<file path="src/rtl/yzb_istek_sirayici_if.sv">
// -----------------------------------------------------------------------------
// yzb_istek_sirayici_if
// Uop port between the request sequencer (master) and the dot-product unit
// (slave). Signal names keep the sequencer's point of view.
//   yzb_gecerli_o  master->slave  uop valid
//   yzb_kod_o      master->slave  uop code
//   yzb_islec1_o   master->slave  operand 1
//   yzb_islec2_o   master->slave  operand 2
//   yzb_gecerli_i  slave->master  unit done/accept; uop retires on valid && this
//   yzb_sonuc_i    slave->master  accumulated dot product from the unit
// -----------------------------------------------------------------------------
interface yzb_istek_sirayici_if #(
    parameter int VERI_BIT = 32,
    parameter int UOP_BIT  = 3
);
    logic                yzb_gecerli_o;
    logic [UOP_BIT-1:0]  yzb_kod_o;
    logic [VERI_BIT-1:0] yzb_islec1_o;
    logic [VERI_BIT-1:0] yzb_islec2_o;
    logic                yzb_gecerli_i;
    logic [VERI_BIT-1:0] yzb_sonuc_i;

    modport master (
        output yzb_gecerli_o,
        output yzb_kod_o,
        output yzb_islec1_o,
        output yzb_islec2_o,
        input  yzb_gecerli_i,
        input  yzb_sonuc_i
    );

    modport slave (
        input  yzb_gecerli_o,
        input  yzb_kod_o,
        input  yzb_islec1_o,
        input  yzb_islec2_o,
        output yzb_gecerli_i,
        output yzb_sonuc_i
    );
endinterface

</file>
<file path="src/rtl/yzb_istek_sirayici.sv">
// -----------------------------------------------------------------------------
// yzb_istek_sirayici
// Drives the dot-product unit's uop port for one command at a time. A command
// carries a vector length L; L (x,w) pairs then arrive on a ready/valid stream
// and are packed two at a time into LDX/LDW uops. The sequence is CLRX, CLRW,
// loads, RUN; RUN is held until the unit reports done, and the unit's result
// is returned on a ready/valid result port.
// Ports:
//   clk_i, rstn_i                        clock, synchronous active-low reset
//   komut_gecerli_i/_uzunluk_i/_hazir_o  command handshake, L
//   eleman_gecerli_i/_x_i/_w_i/_hazir_o  element pair stream
//   yzb (master modport)                 uop port to the unit
//   sonuc_o/_gecerli_o, sonuc_hazir_i    result handshake
// All outputs are registered.
// -----------------------------------------------------------------------------
module yzb_istek_sirayici #(
    parameter int VERI_BIT       = 32,
    parameter int CNN_YAZMAC_BIT = 4,
    parameter int UOP_BIT        = 3
) (
    input  logic                      clk_i,
    input  logic                      rstn_i,
    input  logic                      komut_gecerli_i,
    input  logic [CNN_YAZMAC_BIT-1:0] komut_uzunluk_i,
    output logic                      komut_hazir_o,
    input  logic                      eleman_gecerli_i,
    input  logic [VERI_BIT-1:0]       eleman_x_i,
    input  logic [VERI_BIT-1:0]       eleman_w_i,
    output logic                      eleman_hazir_o,
    yzb_istek_sirayici_if.master      yzb,
    output logic [VERI_BIT-1:0]       sonuc_o,
    output logic                      sonuc_gecerli_o,
    input  logic                      sonuc_hazir_i
);

    // Unit uop codes (the codebase's UOP_YZB_* values).
    localparam logic [UOP_BIT-1:0] UOP_LDX_ALL = UOP_BIT'(3'd0);
    localparam logic [UOP_BIT-1:0] UOP_LDX_OP1 = UOP_BIT'(3'd1);
    localparam logic [UOP_BIT-1:0] UOP_LDW_ALL = UOP_BIT'(3'd2);
    localparam logic [UOP_BIT-1:0] UOP_LDW_OP1 = UOP_BIT'(3'd3);
    localparam logic [UOP_BIT-1:0] UOP_CLRX    = UOP_BIT'(3'd4);
    localparam logic [UOP_BIT-1:0] UOP_CLRW    = UOP_BIT'(3'd5);
    localparam logic [UOP_BIT-1:0] UOP_RUN     = UOP_BIT'(3'd6);

    typedef enum logic [2:0] {
        BOSTA     = 3'd0,
        TEMIZLE_X = 3'd1,
        TEMIZLE_W = 3'd2,
        TOPLA     = 3'd3,
        YUKLE_X   = 3'd4,
        YUKLE_W   = 3'd5,
        CALISTIR  = 3'd6,
        SONUC     = 3'd7
    } durum_t;

    durum_t                    durum_r;
    logic [CNN_YAZMAC_BIT-1:0] kalan_r;
    logic [1:0]                sayac_r;
    // Pair buffer: x1 goes straight into the LDX operand register, so only
    // x0, w0 and w1 need holding until their uops are issued.
    logic [VERI_BIT-1:0]       x0_r;
    logic [VERI_BIT-1:0]       w0_r;
    logic [VERI_BIT-1:0]       w1_r;

    logic                      komut_hazir_r;
    logic                      eleman_hazir_r;
    logic                      yzb_gecerli_r;
    logic [UOP_BIT-1:0]        yzb_kod_r;
    logic [VERI_BIT-1:0]       yzb_islec1_r;
    logic [VERI_BIT-1:0]       yzb_islec2_r;
    logic [VERI_BIT-1:0]       sonuc_r;
    logic                      sonuc_gecerli_r;

    logic                      uop_emekli_s;
    logic                      eleman_al_s;
    logic [1:0]                sayac_art_s;
    logic [1:0]                hedef_s;
    logic [CNN_YAZMAC_BIT-1:0] kalan_eksi_s;

    assign komut_hazir_o     = komut_hazir_r;
    assign eleman_hazir_o    = eleman_hazir_r;
    assign yzb.yzb_gecerli_o = yzb_gecerli_r;
    assign yzb.yzb_kod_o     = yzb_kod_r;
    assign yzb.yzb_islec1_o  = yzb_islec1_r;
    assign yzb.yzb_islec2_o  = yzb_islec2_r;
    assign sonuc_o           = sonuc_r;
    assign sonuc_gecerli_o   = sonuc_gecerli_r;

    // Handshake qualifiers and group bookkeeping for the next-state logic.
    always_comb begin
        uop_emekli_s = yzb_gecerli_r & yzb.yzb_gecerli_i;
        eleman_al_s  = eleman_hazir_r & eleman_gecerli_i;
        sayac_art_s  = sayac_r + 2'd1;
        kalan_eksi_s = kalan_r - CNN_YAZMAC_BIT'(sayac_r);
        // A group is two pairs unless only one element is left.
        if (kalan_r > CNN_YAZMAC_BIT'(1'b1)) begin
            hedef_s = 2'd2;
        end else begin
            hedef_s = 2'd1;
        end
    end

    // Sequencer FSM with all outputs registered.
    always_ff @(posedge clk_i) begin
        if (!rstn_i) begin
            durum_r         <= BOSTA;
            kalan_r         <= '0;
            sayac_r         <= 2'd0;
            x0_r            <= '0;
            w0_r            <= '0;
            w1_r            <= '0;
            komut_hazir_r   <= 1'b0;
            eleman_hazir_r  <= 1'b0;
            yzb_gecerli_r   <= 1'b0;
            yzb_kod_r       <= '0;
            yzb_islec1_r    <= '0;
            yzb_islec2_r    <= '0;
            sonuc_r         <= '0;
            sonuc_gecerli_r <= 1'b0;
        end else begin
            case (durum_r)
                BOSTA: begin
                    if (komut_hazir_r && komut_gecerli_i) begin
                        kalan_r       <= komut_uzunluk_i;
                        sayac_r       <= 2'd0;
                        komut_hazir_r <= 1'b0;
                        yzb_gecerli_r <= 1'b1;
                        yzb_kod_r     <= UOP_CLRX;
                        yzb_islec1_r  <= '0;
                        yzb_islec2_r  <= '0;
                        durum_r       <= TEMIZLE_X;
                    end else begin
                        komut_hazir_r <= 1'b1;
                    end
                end
                TEMIZLE_X: begin
                    if (uop_emekli_s) begin
                        yzb_kod_r <= UOP_CLRW;
                        durum_r   <= TEMIZLE_W;
                    end
                end
                TEMIZLE_W: begin
                    if (uop_emekli_s) begin
                        if (kalan_r == '0) begin
                            yzb_kod_r <= UOP_RUN;
                            durum_r   <= CALISTIR;
                        end else begin
                            yzb_gecerli_r  <= 1'b0;
                            eleman_hazir_r <= 1'b1;
                            durum_r        <= TOPLA;
                        end
                    end
                end
                TOPLA: begin
                    if (eleman_al_s) begin
                        sayac_r <= sayac_art_s;
                        if (sayac_r == 2'd0) begin
                            x0_r <= eleman_x_i;
                            w0_r <= eleman_w_i;
                        end else begin
                            w1_r <= eleman_w_i;
                        end
                        // Group complete: the LDX operands come partly from
                        // the pair being accepted right now.
                        if (sayac_art_s == hedef_s) begin
                            eleman_hazir_r <= 1'b0;
                            yzb_gecerli_r  <= 1'b1;
                            durum_r        <= YUKLE_X;
                            if (sayac_art_s == 2'd2) begin
                                yzb_kod_r    <= UOP_LDX_ALL;
                                yzb_islec1_r <= x0_r;
                                yzb_islec2_r <= eleman_x_i;
                            end else begin
                                yzb_kod_r    <= UOP_LDX_OP1;
                                yzb_islec1_r <= eleman_x_i;
                                yzb_islec2_r <= '0;
                            end
                        end
                    end
                end
                YUKLE_X: begin
                    if (uop_emekli_s) begin
                        durum_r      <= YUKLE_W;
                        yzb_islec1_r <= w0_r;
                        if (sayac_r == 2'd2) begin
                            yzb_kod_r    <= UOP_LDW_ALL;
                            yzb_islec2_r <= w1_r;
                        end else begin
                            yzb_kod_r    <= UOP_LDW_OP1;
                            yzb_islec2_r <= '0;
                        end
                    end
                end
                YUKLE_W: begin
                    if (uop_emekli_s) begin
                        kalan_r <= kalan_eksi_s;
                        sayac_r <= 2'd0;
                        if (kalan_eksi_s == '0) begin
                            yzb_kod_r    <= UOP_RUN;
                            yzb_islec1_r <= '0;
                            yzb_islec2_r <= '0;
                            durum_r      <= CALISTIR;
                        end else begin
                            yzb_gecerli_r  <= 1'b0;
                            eleman_hazir_r <= 1'b1;
                            durum_r        <= TOPLA;
                        end
                    end
                end
                CALISTIR: begin
                    // RUN stays asserted until the unit reports done.
                    if (uop_emekli_s) begin
                        yzb_gecerli_r   <= 1'b0;
                        yzb_kod_r       <= '0;
                        sonuc_r         <= yzb.yzb_sonuc_i;
                        sonuc_gecerli_r <= 1'b1;
                        durum_r         <= SONUC;
                    end
                end
                SONUC: begin
                    // komut_hazir rises with the return to BOSTA, so a new
                    // command is taken no earlier than the following cycle.
                    if (sonuc_hazir_i) begin
                        sonuc_gecerli_r <= 1'b0;
                        komut_hazir_r   <= 1'b1;
                        durum_r         <= BOSTA;
                    end
                end
                default: begin
                    durum_r         <= BOSTA;
                    komut_hazir_r   <= 1'b0;
                    eleman_hazir_r  <= 1'b0;
                    yzb_gecerli_r   <= 1'b0;
                    sonuc_gecerli_r <= 1'b0;
                end
            endcase
        end
    end

endmodule
</file>
<file path="src/flat_wrapper.sv">
// flat-port wrapper written by rule: the top's interface ports become plain ports
module yzb_istek_sirayici_flat 
#(
    parameter int VERI_BIT       = 32,
    parameter int CNN_YAZMAC_BIT = 4,
    parameter int UOP_BIT        = 3
)
  (clk_i, rstn_i, komut_gecerli_i, komut_uzunluk_i, komut_hazir_o, eleman_gecerli_i, eleman_x_i, eleman_w_i, eleman_hazir_o, sonuc_o, sonuc_gecerli_o, sonuc_hazir_i, yzb_yzb_gecerli_o, yzb_yzb_kod_o, yzb_yzb_islec1_o, yzb_yzb_islec2_o, yzb_yzb_gecerli_i, yzb_yzb_sonuc_i);
  yzb_istek_sirayici_if #(.VERI_BIT(VERI_BIT), .UOP_BIT(UOP_BIT)) yzb_i ();
  input  logic clk_i;
  input  logic rstn_i;
  input  logic komut_gecerli_i;
  input  logic [CNN_YAZMAC_BIT-1:0] komut_uzunluk_i;
  output logic komut_hazir_o;
  input  logic eleman_gecerli_i;
  input  logic [VERI_BIT-1:0] eleman_x_i;
  input  logic [VERI_BIT-1:0] eleman_w_i;
  output logic eleman_hazir_o;
  output logic [VERI_BIT-1:0] sonuc_o;
  output logic sonuc_gecerli_o;
  input  logic sonuc_hazir_i;
  output wire logic [$bits(yzb_i.yzb_gecerli_o)-1:0] yzb_yzb_gecerli_o;
  output wire logic [$bits(yzb_i.yzb_kod_o)-1:0] yzb_yzb_kod_o;
  output wire logic [$bits(yzb_i.yzb_islec1_o)-1:0] yzb_yzb_islec1_o;
  output wire logic [$bits(yzb_i.yzb_islec2_o)-1:0] yzb_yzb_islec2_o;
  input wire logic [$bits(yzb_i.yzb_gecerli_i)-1:0] yzb_yzb_gecerli_i;
  input wire logic [$bits(yzb_i.yzb_sonuc_i)-1:0] yzb_yzb_sonuc_i;
  assign yzb_yzb_gecerli_o = yzb_i.yzb_gecerli_o;
  assign yzb_yzb_kod_o = yzb_i.yzb_kod_o;
  assign yzb_yzb_islec1_o = yzb_i.yzb_islec1_o;
  assign yzb_yzb_islec2_o = yzb_i.yzb_islec2_o;
  assign yzb_i.yzb_gecerli_i = yzb_yzb_gecerli_i;
  assign yzb_i.yzb_sonuc_i = yzb_yzb_sonuc_i;
  yzb_istek_sirayici #(.VERI_BIT(VERI_BIT), .CNN_YAZMAC_BIT(CNN_YAZMAC_BIT), .UOP_BIT(UOP_BIT)) u_core (.clk_i(clk_i), .rstn_i(rstn_i), .komut_gecerli_i(komut_gecerli_i), .komut_uzunluk_i(komut_uzunluk_i), .komut_hazir_o(komut_hazir_o), .eleman_gecerli_i(eleman_gecerli_i), .eleman_x_i(eleman_x_i), .eleman_w_i(eleman_w_i), .eleman_hazir_o(eleman_hazir_o), .yzb(yzb_i), .sonuc_o(sonuc_o), .sonuc_gecerli_o(sonuc_gecerli_o), .sonuc_hazir_i(sonuc_hazir_i));
endmodule
</file>
<file path="config.mk">
export PLATFORM = sky130hd
export DESIGN_NAME = yzb_istek_sirayici_flat
export DESIGN_NICKNAME = d
export VERILOG_FILES = /design/src/rtl/yzb_istek_sirayici_if.sv /design/src/rtl/yzb_istek_sirayici.sv /design/src/flat_wrapper.sv
export SDC_FILE = /design/constraint.sdc
export NUM_CORES = 1
export LEC_CHECK = 0
export ABC_CLOCK_PERIOD_IN_PS = 2800
export CAP_MARGIN = 5
export CORE_ASPECT_RATIO = 0.5
export CORE_MARGIN = 1.5
export CORE_UTILIZATION = 40
export DETAILED_ROUTE_END_ITERATION = 6
export HOLD_SLACK_MARGIN = 0.12
export MAX_ROUTING_LAYER = met4
export PLACE_DENSITY_LB_ADDON = 0.2
export SYNTH_ARGS = -nofsm -noshare
export SYNTH_HDL_FRONTEND = slang
export SYNTH_SLANG_ARGS = --single-unit
</file>
<file path="constraint.sdc">
create_clock -name clk_i -period 2.8 [get_ports clk_i]
set_input_delay 0.84 -clock clk_i [delete_from_list [all_inputs] [get_ports clk_i]]
set_output_delay 0.84 -clock clk_i [all_outputs]
set_load 0.05 [all_outputs]
</file>
==> metrics.md <==
| Metric | Value |
|---|---|
| Status | finished, final reports clean |
| Worst path cell trace | clkdlybuf4s50_1 |
| Leading cell type in the layout, fill and taps excluded | nand2_1 |
| Clock root buffer | clkbuf_16 |
| Port Buffer Count | 208 |
| Yosys warns | 0 |
| Worst Path Required | 1.96 ns |
| Hold Path Class | reg2reg |
| Global-route wire length before repair | 42700 µm |
| IO Pins | about 210 |
| Pwr dens | 1010 mW/mm² |
| Share of cells above drive strength 1 | 0.0575 |
| Total CTS buffers | 20 |
| Max-Cap Viols | 0 |
| Crit path DAT | 1.79 ns |
| Mapped Area | 0.00903 mm² |
| Hpwl dp | approximately 18000 µm |
| Avg Cell Area, Syn | a little under 9 µm² |
| Clock buffer depth | 3 |
| Fmax | 0.380 GHz |
| Total Wirelength | 27100 µm |
| DRC viols | 0 |
| Startpoint Class | flip-flop |
| Distinct cells, synth | 51 |
| Post-synthesis sequential area ratio | 0.461 |
| Final slew viol count | 0 |
| CP top delay family | buffers and inverters |
| Area Overhead vs Synth | 34.0% |
| Sequential Power Share | 0.316 |
| Final period utilization | 0.939 |
| Number of vias per cell | 5.48 |
| WHS Path Cells | 2 |
| Pre-CTS WS | -0.0252 ns |
| Critical path fanouts, max | 7 |
| Worst slew pin tran | 0.603 ns |
| Pin count of the biggest net entering global routing | 108 |
| Min Hold Slack | roughly 0.46 ns |
| Final antenna-violating net count | 0 |
| GRT Total Usage | 0.234 |
| Clock slew seen by the registers of the worst setup and hold paths | 0.07 ns |
| Comb power frac | 0.448 |
| Vias in the first global route | between 7000 and 8000 |
| Routed length per instance | 18.1 µm |
| Cells on worst reg2reg path | 9 |
| Crit path kind | reg2out |
| Layout Nets | 1303 |
| Crit path capture type | output pin |
| Fraction of registers with async set/reset | 0 |
| GP Congestion | 0.884 |
| RSZ-0062 raised after global routing | no |
| Core area | between 0.02 and 0.025 mm² |
| Most frequent cells in the layout | nand2_1 (279), dfxtp_1 (208), clkdlybuf4s50_1 (207) |
| Int Pwr | roughly 7300 µW |
| DP Area | between 0.01 and 0.015 mm² |
| Primary FF master, synth | dfxtp_1 |
| Net Count, Synth | around 1100 |
| # setup viols final | 0 |
| Depth of the CTS H-tree | 1 |
| Leakage Power | 0.00475 µW |
| PnR worst setup slack | around 0.17 ns |
| WP depth | 1 |
| Post-CTS Setup Repair Bufs | 0 |
| DIE WIDTH | 216 µm |
| Design area | 0.0121 mm² |
| TritonCTS clock tree | built |
| Post_cts resized | 0 |
| Hold-fix buffers, CTS | 0 |
| Antenna cell count | 0 |
| Peak VDD IR | roughly 0.54 mV |
| Routed via count | 8219 |
| Clock power share | 0.235 |
| Die Y | ~110 µm |
| Worst path buffer plus inverter count | 1 |
| Synth Instances | 1027 |
| CP max stage cell | clkdlybuf4s50_1 |
| Switch Pwr | 5010 µW |
| Num Clock Sinks | 208 |
| Slew headroom | 0.594 |
| Clock latency on the worst-skew pair | 0.50 ns |
| Final hold vios | 0 |
| Final min period | 2.63 ns |
| # rows | 38 |
| Clock Skews | between 0.008 and 0.009 ns |
| Switching share of power | 0.409 |
| Drt first pass iters | 6 |
| GR Overflow Total | 0 |
| Die ar. | between 0.02 and 0.025 mm² |
| Post-synth EDFFs | 0 |
| Register bit total from synthesis | 208 |
| Initial antenna violation count | 0 |
| First DRT Iteration DRCs | 894 |
| Critical Path Max Stage Delay | 0.85 ns |
| Starting Density | 0.412 |
[per-layer routing]
layer / track usage / part of all wire / routed length, µm / vias to the layer above
li1: - / - / - / 3970
met1: 0.317 / 0.48 / 12900 / 3965
met2: 0.368 / 0.45 / 12200 / 246
met3: 0.0393 / 0.055 / 1490 / 38
met4: 0.0504 / 0.018 / 482 / 0
met5: - / 0 / 0 / -
[cell usage after synthesis, types with 5 or more instances]
library cell / count / share of area
nand2_1: 280 / 0.12
dfxtp_1: 208 / 0.46
a21boi_0: 112 / 0.093
nand3_1: 67 / 0.037
o211a_1: 67 / 0.074
clkbuf_1: 60 / 0.025
a22oi_1: 34 / 0.028
a222oi_1: 32 / 0.035
buf_2: 20 / 0.011
a21boi_1: 18 / 0.015
a21oi_1: 11 / 0.0061
o21ai_0: 11 / 0.0061
ha_1: 9 / 0.012
inv_1: 9 / 0.0037
buf_4: 7 / 0.0058
buf_6: 6 / 0.0075
mux2i_1: 6 / 0.0066
nor2_1: 6 / 0.0025
nor2b_1: 6 / 0.0042
and2_1: 5 / 0.0035
nand2b_1: 5 / 0.0035
o211ai_1: 5 / 0.0042
[metrics by stage]
step | TNS (ns) | power, µW | utilization | cells
2_1_floorplan | 0 | 7610 | - | 1027
3_3_place_gp | 0 | 9350 | 0.521 | 1465
3_5_place_dp | -0.0252 | 9440 | 0.521 | 1465
4_1_cts | 0 | 12300 | 0.552 | 1499
5_1_grt | 0 | 12800 | 0.552 | 1499
6_report | 0 | 12300 | 0.552 | 1499
[registers in the layout, summed over array words and instances, names as in the netlist, 2 cells and up]
signal and flops:
u_core.yzb.yzb_kod_o 3, u_core.yzb.yzb_islec2_o 32, u_core.x0_r 32, u_core.w1_r 32
u_core.sayac_r 2, u_core.sonuc_o 32, u_core.durum_r 3, u_core.w0_r 32
u_core.kalan_r 4, u_core.yzb.yzb_islec1_o 32
[power by group through the flow]
| stage | logic (µW) | clock network [µW] | registers [µW] |
|---|---|---|---|
| 2_1_floorplan | 2030 | 0 | 5580 |
| 3_3_place_gp | 5420 | 0 | 3930 |
| 3_5_place_dp | 5490 | 0 | 3950 |
| 4_1_cts | 5510 | 2950 | 3890 |
| 5_1_grt | 5820 | 3070 | 3950 |
| 6_report | 5500 | 2890 | 3880 |
[cell families after synthesis]
group / Yosys count / synth area share
flops: 208 / 0.461
mux: 6 / 0.00665
fa+ha+maj: 10 / 0.0147
simple gates: 388 / 0.181
compound gates: 311 / 0.283
buf+inv: 104 / 0.0539
[final cells by class]
class | count | area, µm²
clock inverters | 6 | 105
multi-input cells | 715 | 4410
fillers | 1999 | 9810
repair buffers | 233 | 2440
clock buffers | 28 | 582
inverters | 9 | 33.8
flip-flops and latches | 208 | 4160
well taps | 300 | 375
[worst reg2reg max path, cell delays in order, from the launching register on]
cell      delay (ns)
dfxtp_1         0.39
inv_1           0.06
ha_1            0.22
fa_1            0.46
nand2b_1        0.11
nand4_1         0.22
o41ai_4         0.34
buf_12          0.31
nand3_1         0.21
o211a_1         0.16
[path summary, 6_finish.rpt]
check | start | end | slack, ns
worst max-delay path | u_core.eleman_hazir_o | eleman_hazir_o | 0.17
worst min-delay path | u_core.w0_r[6] | u_core.w0_r[6] | 0.46
worst max register to register | u_core.kalan_r[0] | u_core.yzb.yzb_islec1_o[20] | 0.22
worst min register to register | u_core.w0_r[6] | u_core.w0_r[6] | 0.46
No activity file was read; power rests on OpenSTA's default activity.
